[src/rtl/branch_redirect_ctrl.sv]
// branch_redirect_ctrl: branch misprediction recovery sequencer.
// Issues a held redirect PC, drains the front end, and keeps branch stats.
module branch_redirect_ctrl #(
    parameter int WordSize    = 32,
    parameter int FlushCycles = 2,
    parameter int CntW        = 16
) (
    input  logic                clk,
    input  logic                rst,
    input  logic                res_valid,
    output logic                res_ready,
    input  logic                res_pred_taken,
    input  logic                res_act_taken,
    input  logic [WordSize-1:0] res_pred_target,
    input  logic [WordSize-1:0] res_act_target,
    input  logic [WordSize-1:0] res_fallthru,
    output logic                redir_valid,
    input  logic                redir_ready,
    output logic [WordSize-1:0] redir_pc,
    output logic                flush,
    output logic [CntW-1:0]     branch_cnt,
    output logic [CntW-1:0]     mispred_cnt
);

    typedef enum logic [1:0] {
        IDLE,
        REDIRECT,
        DRAIN
    } state_t;

    localparam logic [CntW-1:0] CntMax    = '1;
    localparam logic [3:0]      DrainLoad = 4'(FlushCycles - 1);

    state_t              state_q, state_d;
    logic [WordSize-1:0] redir_pc_q, redir_pc_d;
    logic [3:0]          drain_q, drain_d;
    logic                redir_valid_q, redir_valid_d;
    logic                flush_q, flush_d;
    logic [CntW-1:0]     branch_cnt_q, branch_cnt_d;
    logic [CntW-1:0]     mispred_cnt_q, mispred_cnt_d;
    logic                accept;
    logic                mispredict;

    assign res_ready   = (state_q == IDLE);
    assign accept      = res_valid && res_ready;
    assign redir_valid = redir_valid_q;
    assign redir_pc    = redir_pc_q;
    assign flush       = flush_q;
    assign branch_cnt  = branch_cnt_q;
    assign mispred_cnt = mispred_cnt_q;

    // Target compare only matters when the branch is actually taken.
    assign mispredict = (res_pred_taken != res_act_taken) ||
                        (res_act_taken &&
                         (res_pred_target != res_act_target));

    // Next-state, counter and registered-output computation.
    always_comb begin
        state_d       = state_q;
        redir_pc_d    = redir_pc_q;
        drain_d       = drain_q;
        branch_cnt_d  = branch_cnt_q;
        mispred_cnt_d = mispred_cnt_q;
        unique case (state_q)
            IDLE: begin
                if (accept) begin
                    if (branch_cnt_q != CntMax) begin
                        branch_cnt_d = branch_cnt_q + 1'b1;
                    end
                    if (mispredict) begin
                        if (mispred_cnt_q != CntMax) begin
                            mispred_cnt_d = mispred_cnt_q + 1'b1;
                        end
                        redir_pc_d = res_act_taken ? res_act_target
                                                   : res_fallthru;
                        state_d    = REDIRECT;
                    end
                end
            end
            REDIRECT: begin
                if (redir_ready) begin
                    drain_d = DrainLoad;
                    state_d = DRAIN;
                end
            end
            DRAIN: begin
                if (drain_q == 4'd0) begin
                    state_d = IDLE;
                end else begin
                    drain_d = drain_q - 4'd1;
                end
            end
            default: begin
                state_d = IDLE;
            end
        endcase
        redir_valid_d = (state_d == REDIRECT);
        flush_d       = (state_d != IDLE);
    end

    // State and output registers with synchronous reset.
    always_ff @(posedge clk) begin
        if (rst) begin
            state_q       <= IDLE;
            redir_pc_q    <= '0;
            drain_q       <= '0;
            redir_valid_q <= 1'b0;
            flush_q       <= 1'b0;
            branch_cnt_q  <= '0;
            mispred_cnt_q <= '0;
        end else begin
            state_q       <= state_d;
            redir_pc_q    <= redir_pc_d;
            drain_q       <= drain_d;
            redir_valid_q <= redir_valid_d;
            flush_q       <= flush_d;
            branch_cnt_q  <= branch_cnt_d;
            mispred_cnt_q <= mispred_cnt_d;
        end
    end

endmodule

[config.mk]
export PLATFORM = sky130hd
export DESIGN_NAME = branch_redirect_ctrl
export DESIGN_NICKNAME = d
export VERILOG_FILES = /design/src/rtl/branch_redirect_ctrl.sv
export SDC_FILE = /design/constraint.sdc
export NUM_CORES = 1
export LEC_CHECK = 0
export ABC_AREA = 1
export BUFFER_PORTS_ARGS = -buffer_cell sky130_fd_sc_hd__buf_4
export CAP_MARGIN = 20
export CORE_MARGIN = 8
export CORE_UTILIZATION = 25
export DETAILED_ROUTE_END_ITERATION = 8
export PLACE_DENSITY = 0.57
export SYNTH_ARGS = -nofsm -noshare
export SYNTH_HDL_FRONTEND = slang
export SYNTH_SLANG_ARGS = --single-unit
export TNS_END_PERCENT = 1
[constraint.sdc]
create_clock -name clk -period 2.2 [get_ports clk]
set_clock_uncertainty 0.1 [all_clocks]
set_input_delay 0 -clock clk [delete_from_list [all_inputs] [get_ports clk]]
set_output_delay 0 -clock clk [all_outputs]
set_load 0.02 [all_outputs]
# After elaboration in Yosys (flattened, before gate mapping)
# Index checks and enable logic that the tools add are counted.
[op_classes]
addsub = 3
eq_ne = 9
mux = 9
reduce_logical = 11
[op_table]
columns = ["operator", "count"]
rows = [
  ["$add A16 B1 Y16 const B", 2],
  ["$mux W32", 1],
  ["$ne A16 B16 Y1 const B", 2],
  ["$ne A32 B32 Y1", 1],
  ["$reduce_and A3 Y1", 3],
  ["$mux W2", 4],
  ["$mux W4", 2],
  ["$pmux W4 S2", 1],
  ["$pmux W2 S3", 1],
  ["$eq A2 B1 Y1 const B", 2],
  ["$logic_not A4 Y1", 1],
  ["$ne A2 B2 Y1 const B", 2],
  ["$reduce_and A4 Y1", 1],
  ["$reduce_bool A2 Y1", 2],
  ["$sub A4 B1 Y4 const B", 1],
  ["$eq A2 B2 Y1 const B", 1],
  ["$logic_and A1 B1 Y1", 2],
  ["$logic_not A2 Y1", 1],
  ["$logic_or A1 B1 Y1", 1],
  ["$ne A1 B1 Y1", 1],
]
[totals]
register_bits = 72
inputBits = 102
output_inout_bits = 67
word_cells = 39

# Logic depth before layout (Yosys ltp)
# Gate-level depths: netlist of run 1.
[logic_depth]
depth_word = 7
depth_mapped = 14
ltp_nobuf = 13

# Least setup slack after synthesis of run 1
# Ideal clock, no wire load.
[synth_path]
kind = "register to register"
from = "register mispred_cnt_q[1] (netlist: mispred_cnt[1])"
to = "register mispred_cnt_q[13] (netlist: mispred_cnt[13])"
arrival_time_ns = 1.766
required_ns = 2.030
setup_slack_ns = 0.264
stages_incl_launch_ff = 11
synth_period_minus_slack_ns = 1.936
cell_sequence = "dfxtp_1 > ha_1 > nand3_1 > nor3_2 > nand2_1 > nor2_4 > nand4_4 > nand3_2 > buf_6 > nand2_1 > a21oi_1"
[synth_between]
elab_chain_cells = 2
elab_cells_between_ends = 3
classes_between = "add/sub: 1; eq/ne: 1; reduce/logical: 1"
[synth_lines]
columns = ["element", "line_no", "rtl"]
rows = [
  ["start, declared", "40", "logic [CntW-1:0] mispred_cnt_q, mispred_cnt_d;"],
  ["start signal, assigned", "118", "mispred_cnt_q <= mispred_cnt_d;"],
  ["branches (longest 2 deep; another with $add A16 B1 Y16)", "n/a", ""],
]
# Parallel ways; which one is timed is not known.
# A chain may end at the register's enable or synchronous reset.

# Worst setup path after layout of run 1
[layout_path]
from = "register state_q[1]"
to = "register state_q[0]"
[layout_between]
elab_chain_cells = 4
elab_cells_between_ends = 6
classes_between = "eq/ne: 2; mux: 2; reduce/logical: 2"
[layout_lines]
columns = ["element", "line_no", "rtl"]
rows = [
  ["start, declared", "34", "state_t state_q, state_d;"],
  ["start signal, assigned", "112", "state_q <= state_d;"],
  ["$logic_not A2 Y1", "44, 64", ""],
  ["$logic_and A1 B1 Y1", "45", "assign accept = res_valid && res_ready;"],
  ["$mux W2", "66", "if (accept) begin"],
  ["$pmux W2 S3 (*)", "64", "unique case (state_q)"],
]
# Mark *: on every way between the ends. The rest lies on a longest branch, timed or not.

==> parameters.txt, run 1 <==
Parameter                              Value

Global route
  Initial antenna violation count    0
  GRT Util Overall    14.43%
  Vias in the first global route    4624
  Global route overflow    0
  Largest net degree at the start of global routing    51
  First-pass GRT wire length    23230 µm

Layout
  Final design instance area without fill    6461 µm²
  Share of layout cells above drive strength 1    24.29%
  Synth-to-layout area growth    58.07%
  Net total in the final layout    980
  Final cell count without fillers    1093
  N_diodes    0

Critical path
  Slowest stage cell on the critical path    dlygate4sd3_1
  Critical path, cell by cell    nor2_1 > nand2_1 > a21oi_2 > nand2_4 > buf_4 > a21oi_1 > dlygate4sd3_1
  Crit. End Element    flip-flop
  Critical Path Max Stage Delay    0.55 ns
  Reg2reg start    state_q[1]
  Crit path max-delay family    buffers and inverters
  Worst path required time    2.38 ns
  Worst setup path category    flip-flop to flip-flop
  Origin of the worst setup path    state_q[1]
  Total buffers and inverters traversed by the critical path    2
  Type of element launching the critical path    flip-flop
  Number of cells on the critical path    7
  Logic depth of the worst register-to-register path    7
  Terminus of the critical flop-to-flop path    state_q[0]
  Setup crit end    state_q[0]
  Register-to-register setup slack    0.19 ns
  Data arrival time of the critical path    2.19 ns
  Highest net fanout along the worst path    17

Synthesis
  Synthesized cell area    4088 µm²
  Top cell type's share of synthesized area    35.26%
  Post-synth EDFFs    0
  Synthesis Warnings    0
  Synth async-reset ratio    0%
  Synth area leader    dfxtp_1
  Share of synthesized area occupied by flip-flops and latches    35.26%
  Mapped Avg Cell Area    6.318 µm²
  Total nets after synthesis    752
  Number of synthesized register bits    72
  Dominant cells by area after synthesis    dfxtp_1, nand2_1, nor2_1
  Number of distinct library cells after synthesis    32
  Prevailing post-synth register cell    dfxtp_1
  Synthesized instance count    647
  Most instantiated library cell after synthesis    nand2_1
  Leading post-synthesis cells by instance count    nand2_1, nor2_1, dfxtp_1

Worst hold path
  Class of the tightest hold or removal check    primary input to flip-flop

Drt
  Residual antenna-violating net count after detailed routing    0
  Total iterations of the first detailed-routing run    4
  First-iteration detailed-routing DRC count    165
  Average wire per cell in the routed design    13.37 µm
  Number of vias in the routed layout    4731
  Detail-routed via count per cell    4.328
  DRC violations left    0
  Post-detailed-routing wire length    14620 µm

Power
  Leakage power    0.003045 µW
  Overall power of the completed layout    3581 µW
  Total power divided by cell area    554.2 nW/µm²
  Maximum VDD drop    363.0 µV

STA
  Final setup TNS    0 ns
  Count of endpoints failing setup in the final report    0
  Pin slew with the least headroom to its limit    0.5566 ns
  RSZ-0062 raised after global routing    no
  Worst relative slew slack    62.89%
  Top achievable clock speed    0.4978 GHz
  Total count of max-transition violations in the final report    0
  Portion of the clock cycle consumed by the worst path in the final layout    91.31%
  Hold Vio Cnt, Final    0
  Final critical-path setup slack    0.1912 ns
  Final period demand of the worst path    2.009 ns

CTS
  Clock sink total    72
  Clock tree root driver cell    clkbuf_16
  Latest clock arrival within the worst-skew pair    0.34 ns
  CTS tree    built
  Bufs on Longest Clock Path    2
  Number of buffers added by the clock tree synthesis step    9
  Clock transition at path regs    0.05 ns
  Total number of H-tree levels    3

Floorplan
  Die area    20700 µm²
  Height of the die    143.9 µm
  Starting utilization of the core area    25.64%
  Placeable Area    15940 µm²
  Die width    143.9 µm
  # rows    46
  I/O pin cnt    169

Job
  Max cap viols    0

Placement
  Placement Cell Area    5612 µm²
  RePlAce Congestion    0.8109
  IO Port Bufs    168
  Placement Setup Slack    0.1900 ns
  Cells after DPL    1022
  Half-perimeter wire length after detailed placement    11010 µm

Status
  Run status    finished clean
state kept, by name (all words and copies together) (netlist names):
register	count
state_q	2
branch_cnt	16
flush	1
mispred_cnt	16
redir_valid	1
redir_pc	32
drain_q	4
where the power goes:
group          internal, µW  switching (µW)  total, µW
logic                   409             425        834
registers              1380            41.9       1420
clock network           804             525       1330
total                  2590             992       3580
timing repair:
item                                    CTS  global route
buffers inserted                          0             0
hold buffers                             58             0
gates resized for setup                   0             1
endpoints found under the hold margin    55             0
endpoints found under the setup margin    0             3
worst register-to-register path: cells and delay by family (launching register included):
kind	cells	cell delay (ns)
DFF	1	0.32
buffers and inverters	2	0.77
and+or+nand+nor	3	0.36
AOI/OAI and AO/OA	2	0.42
cells in the final DEF, fill, tap and decap left out, drive strengths merged, types with 2 or more instances in the layout:
| cell | instances |
|---|---|
| inv | 72 |
| buf | 184 |
| nand2 | 172 |
| o21ai | 69 |
| nor3b | 2 |
| dfxtp | 72 |
| a21oi | 28 |
| nand4 | 21 |
| nand3 | 19 |
| ha | 3 |
| clkbuf | 12 |
| nor3 | 12 |
| nor2 | 118 |
| xor2 | 10 |
| xnor2 | 13 |
| dlygate4sd3 | 58 |
| a31oi | 4 |
| and3 | 2 |
final cells by class:
| type | instances | area [µm²] |
|---|---|---|
| inverter | 72 | 270.3 |
| sequential | 72 | 1441 |
| timing repair buffer | 242 | 1974 |
| tap | 216 | 270.3 |
| clock inverter | 1 | 5.005 |
| fill | 1719 | 9482 |
| multi-input combinational | 478 | 2243 |
| clock buffer | 12 | 256.5 |
metrics by stage:
| stage | utilization, % | hold WS [ns] |
|---|---|---|
| after detailed placement | 35.20 | 0.2372 |
| final | 40.53 | 0.01953 |
| after global placement | 35.20 | 0.2292 |
| after global routing | 40.53 | 0.08263 |
| after CTS | 40.48 | 0.006349 |
| after floorplan | - | -0.02153 |
logic make-up after synthesis:
family	count (synthesis)	share of synthesized area (%)
and+or+nand+nor	347	35.57
AOI/OAI and AO/OA	105	13.28
buffers and inverters	97	10.04
DFF	72	35.26
xor gates and xnor gates	23	4.928
adders and majority gates	3	0.9184
worst min-delay path by stage:
stage / from / to / slack [ns] / cells after the start
final: res_act_target[27] / redir_pc[27] / 0.02 / 5
after global routing: res_act_target[31] / redir_pc[31] / 0.08 / 5
after CTS: res_act_target[27] / redir_pc[27] / 0.006 / 5
after detailed placement: res_fallthru[10] / redir_pc[10] / 0.24 / 5
after global placement: res_fallthru[1] / redir_pc[1] / 0.23 / 5
after floorplan: rst / branch_cnt[2] / -0.02 / 1
metal layers:
metal  global-route usage [%]  vias to the layer above  routed length [µm]
met1                    16.11                     2090                6157
li1                         -                     2508                   -
met2                    24.39                      120                7044
met3                    5.342                       13                1176
met4                    5.645                        0                 236
met5                        0                        -                   0
Power figures use the tool's default switching activity.
==> run 2, diff against run 1 <==
- ABC_AREA: 1 -> default
- CTS_CLUSTER_DIAMETER: default -> 150
- PLACE_DENSITY: 0.57 -> 0.58
- TNS_END_PERCENT: 1 -> 5
==> run 2 against run 1 <==
Hold slack got worse by 0.0040 ns. Largest power group unchanged. Highest routed layer unchanged. Cell area shrank 2.8%. Wire length down 4.8%. Sequential share of layout area is 0.65 points higher. Critical path type unchanged. First-iteration DRC count fell by 15%. Power is 0.43% higher. Synthesized cell count decreased by 36%. Critical path depth shrank 1. Critical endpoint is now mispred_cnt[5].
==> parameters.txt, run 2 <==
Parameter                              Value

Status
  Run status    finished clean (unchanged)

Placement
  Placement Setup Slack    0.02050 ns (was 0.1900 ns)
  Half-perimeter wire length after detailed placement    10760 µm (was 11010 µm)
  IO Port Bufs    168 (unchanged)
  Placement Cell Area    5380 µm² (was 5612 µm²)
  RePlAce Congestion    0.8165 (was 0.8109)

CTS
  Latest clock arrival within the worst-skew pair    0.33 ns (was 0.34 ns)
  Total number of H-tree levels    3 (unchanged)
  Bufs on Longest Clock Path    2 (unchanged)
  CTS tree    built (unchanged)
  Number of buffers added by the clock tree synthesis step    9 (unchanged)
  Clock transition at path regs    0.06 ns (was 0.05 ns)
  Clock tree root driver cell    clkbuf_16 (unchanged)
  Clock sink total    72 (unchanged)

Power
  Internal power    2580 µW (was 2589 µW)
  Total power divided by cell area    572.9 nW/µm² (was 554.2 nW/µm²)
  Gate power share    22.9% (was 23.3%)
  Fraction of power consumed by sequential logic    39.7% (was 39.6%)
  Leakage power    0.002695 µW (was 0.003045 µW)
  Maximum VDD drop    332.3 µV (was 363.0 µV)
  NetSw    1017 µW (was 991.5 µW)
  Clock network fraction of total power    37.4% (was 37.1%)
  Net Sw Frac    28.27% (was 27.69%)

STA
  Worst relative slew slack    47.56% (was 62.89%)
  Final hold slack    0.01548 ns (was 0.01953 ns)
  Portion of the clock cycle consumed by the worst path in the final layout    92.92% (was 91.31%)
  Top achievable clock speed    0.4892 GHz (was 0.4978 GHz)
  Count of endpoints failing setup in the final report    0 (unchanged)
  Final setup TNS    0 ns (unchanged)
  Total count of max-transition violations in the final report    0 (unchanged)
  Final period demand of the worst path    2.044 ns (was 2.009 ns)
  Pin slew with the least headroom to its limit    0.7866 ns (was 0.5566 ns)
  Hold Vio Cnt, Final    0 (unchanged)
  RSZ-0062 raised after global routing    no (unchanged)
  Final critical-path setup slack    0.1557 ns (was 0.1912 ns)

Global route
  First-pass GRT wire length    22770 µm (was 23230 µm)
  Vias in the first global route    4465 (was 4624)
  GRT Util Overall    14.45% (was 14.43%)
  Initial antenna violation count    0 (unchanged)
  Largest net degree at the start of global routing    77 (was 51)
  Global route overflow    0 (unchanged)

Critical path
  Worst setup path category    flip-flop to flip-flop (unchanged)
  Type of element launching the critical path    flip-flop (unchanged)
  Crit. End Element    flip-flop (unchanged)
  Critical path, cell by cell    and4_1 > and4_1 > nand3_1 > nand2_2 > nor4_1 > mux2_2 (was nor2_1 > nand2_1 > a21oi_2 > nand2_4 > buf_4 > a21oi_1 > dlygate4sd3_1)
  Slowest stage cell on the critical path    mux2_2 (was dlygate4sd3_1)
  Worst path required time    2.32 ns (was 2.38 ns)
  Top cell by count, worst path    and4_1
  Data arrival time of the critical path    2.16 ns (was 2.19 ns)
  Logic depth of the worst register-to-register path    6 (was 7)
  Critical Path Max Stage Delay    0.37 ns (was 0.55 ns)
  Highest net fanout along the worst path    17 (unchanged)

Synthesis
  Number of synthesized register bits    72 (unchanged)
  Prevailing post-synth register cell    dfxtp_1 (unchanged)
  Dominant cells by area after synthesis    dfxtp_1, mux2i_1, xor2_1 (was dfxtp_1, nand2_1, nor2_1)
  Total nets after synthesis    522 (was 752)
  Top cell type's share of synthesized area    37.84% (was 35.26%)
  Synthesized cell area    3809 µm² (was 4088 µm²)
  Number of distinct library cells after synthesis    42 (was 32)
  Synth area leader    dfxtp_1 (unchanged)
  Post-synth EDFFs    0 (unchanged)
  Synthesis Warnings    0 (unchanged)
  Share of synthesized area occupied by flip-flops and latches    37.84% (was 35.26%)
  Most instantiated library cell after synthesis    dfxtp_1 (was nand2_1)
  Mapped Avg Cell Area    9.133 µm² (was 6.318 µm²)
  Synth async-reset ratio    0% (unchanged)
  Synthesized instance count    417 (was 647)
  Leading post-synthesis cells by instance count    dfxtp_1, a21oi_1, xor2_1 (was nand2_1, nor2_1, dfxtp_1)

Layout
  Share of layout cells above drive strength 1    35.09% (was 24.29%)
  N_diodes    0 (unchanged)
  Leading cell type in the layout, fill and taps excluded    buf_4 (unchanged)
  Area of combinational cells with multiple inputs    2200 µm² (was 2243 µm²)
  FILL cells    1445 (was 1719)
  Storage element area    1441 µm² (unchanged)
  Max FFs per register    32 (unchanged)
  Highest-count cells in the layout ignoring fill and taps    buf_4, dfxtp_1, dlygate4sd3_1, a21oi_1, xor2_1 (was buf_4, nand2_1, nor2_1, dfxtp_1, inv_1)
  Final design instance area without fill    6277 µm² (was 6461 µm²)
  Synth-to-layout area growth    64.82% (was 58.07%)
  Net total in the final layout    764 (was 980)

Drt
  Detail-routed via count per cell    4.727 (was 4.328)
  DRC violations left    0 (unchanged)
  Number of vias in the routed layout    4027 (was 4731)
  Total iterations of the first detailed-routing run    4 (unchanged)
  Post-detailed-routing wire length    13910 µm (was 14620 µm)
  Average wire per cell in the routed design    16.33 µm (was 13.37 µm)
  First-iteration detailed-routing DRC count    140 (was 165)
  Residual antenna-violating net count after detailed routing    0 (unchanged)

Floorplan
  Die area    19440 µm² (was 20700 µm²)
  Starting utilization of the core area    25.33% (was 25.64%)
  Placeable Area    15030 µm² (was 15940 µm²)
  I/O pin cnt    169 (unchanged)
  Height of the die    139.4 µm (was 143.9 µm)
  # rows    45 (was 46)
  Die width    139.4 µm (was 143.9 µm)

Job
  Max cap viols    0 (unchanged)

Worst hold path
  Number of cells on the worst hold path    3 (was 5)
  Class of the tightest hold or removal check    primary input to flip-flop (unchanged)
[run 2: cell types whose count changed in the layout (fill, tap and decap cells not counted), sizes merged, moves of 25 or more]
| cell | before | now |
|---|---|---|
| xor2 | 10 | 35 |
| nor2 | 118 | 28 |
| nand2 | 172 | 13 |
| mux2i | 0 | 34 |
| inv | 72 | 10 |
| o21ai | 69 | 7 |
| a211oi | 1 | 33 |
[run 2: metrics by stage]
stage	power, µW	cells	util (%)
2_1_floorplan	1805	417	-
3_3_place_gp	2167	774	35.79
3_5_place_dp	2182	774	35.79
4_1_cts	3646	852	41.74
5_1_grt	3781	852	41.76
6_report	3596	852	41.76
[run 2: cell type report]
| cell class | count | share of cell area [%] |
|---|---|---|
| well taps | 188 | 3.747 |
| inverters | 10 | 0.5980 |
| clock buffers | 9 | 3.588 |
| flip-flops and latches | 72 | 22.96 |
| clock inverters | 7 | 0.7774 |
| repair buffers | 256 | 33.29 |
| multi-input cells | 310 | 35.04 |
[run 2: logic make-up (layout without fill, tap and decap cells)]
group,count (synthesis),in the layout,share of synthesized area (%)
AO/OA/AOI/OAI,104,104,18.56
XOR/XNOR,44,44,10.12
adder cells (fa/ha/maj),3,3,0.9857
buffers and inverters,35,282,4.599
flip-flops,72,72,37.84
multiplexers,38,38,10.12
AND/OR/NAND/NOR,121,121,17.77
[run 2: metal layers]
metal / GRT usage (%) / vias to the layer above / wire, µm
met2: 24.50 / 157 / 6586
met4: 5.604 / 0 / 282
li1: - / 2021 / -
met1: 15.42 / 1830 / 5670
met5: 0 / - / 0
met3: 6.601 / 19 / 1375
[run 2: worst paths after layout]
| path | from | to | slack [ns] |
|---|---|---|---|
| worst max-delay path | mispred_cnt[11] | mispred_cnt[5] | 0.16 |
| worst min-delay path | res_act_target[4] | redir_pc[4] | 0.02 |
| worst max register to register | mispred_cnt[11] | mispred_cnt[5] | 0.16 |
| worst min register to register | drain_q[0] | drain_q[0] | 0.41 |
[run 2: worst max-delay path, delay by kind of cell (launching register included)]
kind / cells / cell delay [ns]
muxes: 1 / 0.37
and+or+nand+nor: 5 / 1.16
DFF: 1 / 0.31
[run 2: what timing repair did]
action	CTS	global route
endpoints found under the hold margin	34	0
resized for setup	0	1
setup buffers	0	0
endpoints found under the setup margin	0	9
hold buffers	62	0
[run 2: power groups by stage]
stage | clock, µW | sequential (µW) | combinational [µW]
finish | 1340 | 1430 | 824
CTS | 1390 | 1430 | 830
global placement | 0 | 1450 | 715
floorplan | 0 | 1530 | 275
detailed placement | 0 | 1450 | 728
global route | 1450 | 1440 | 897
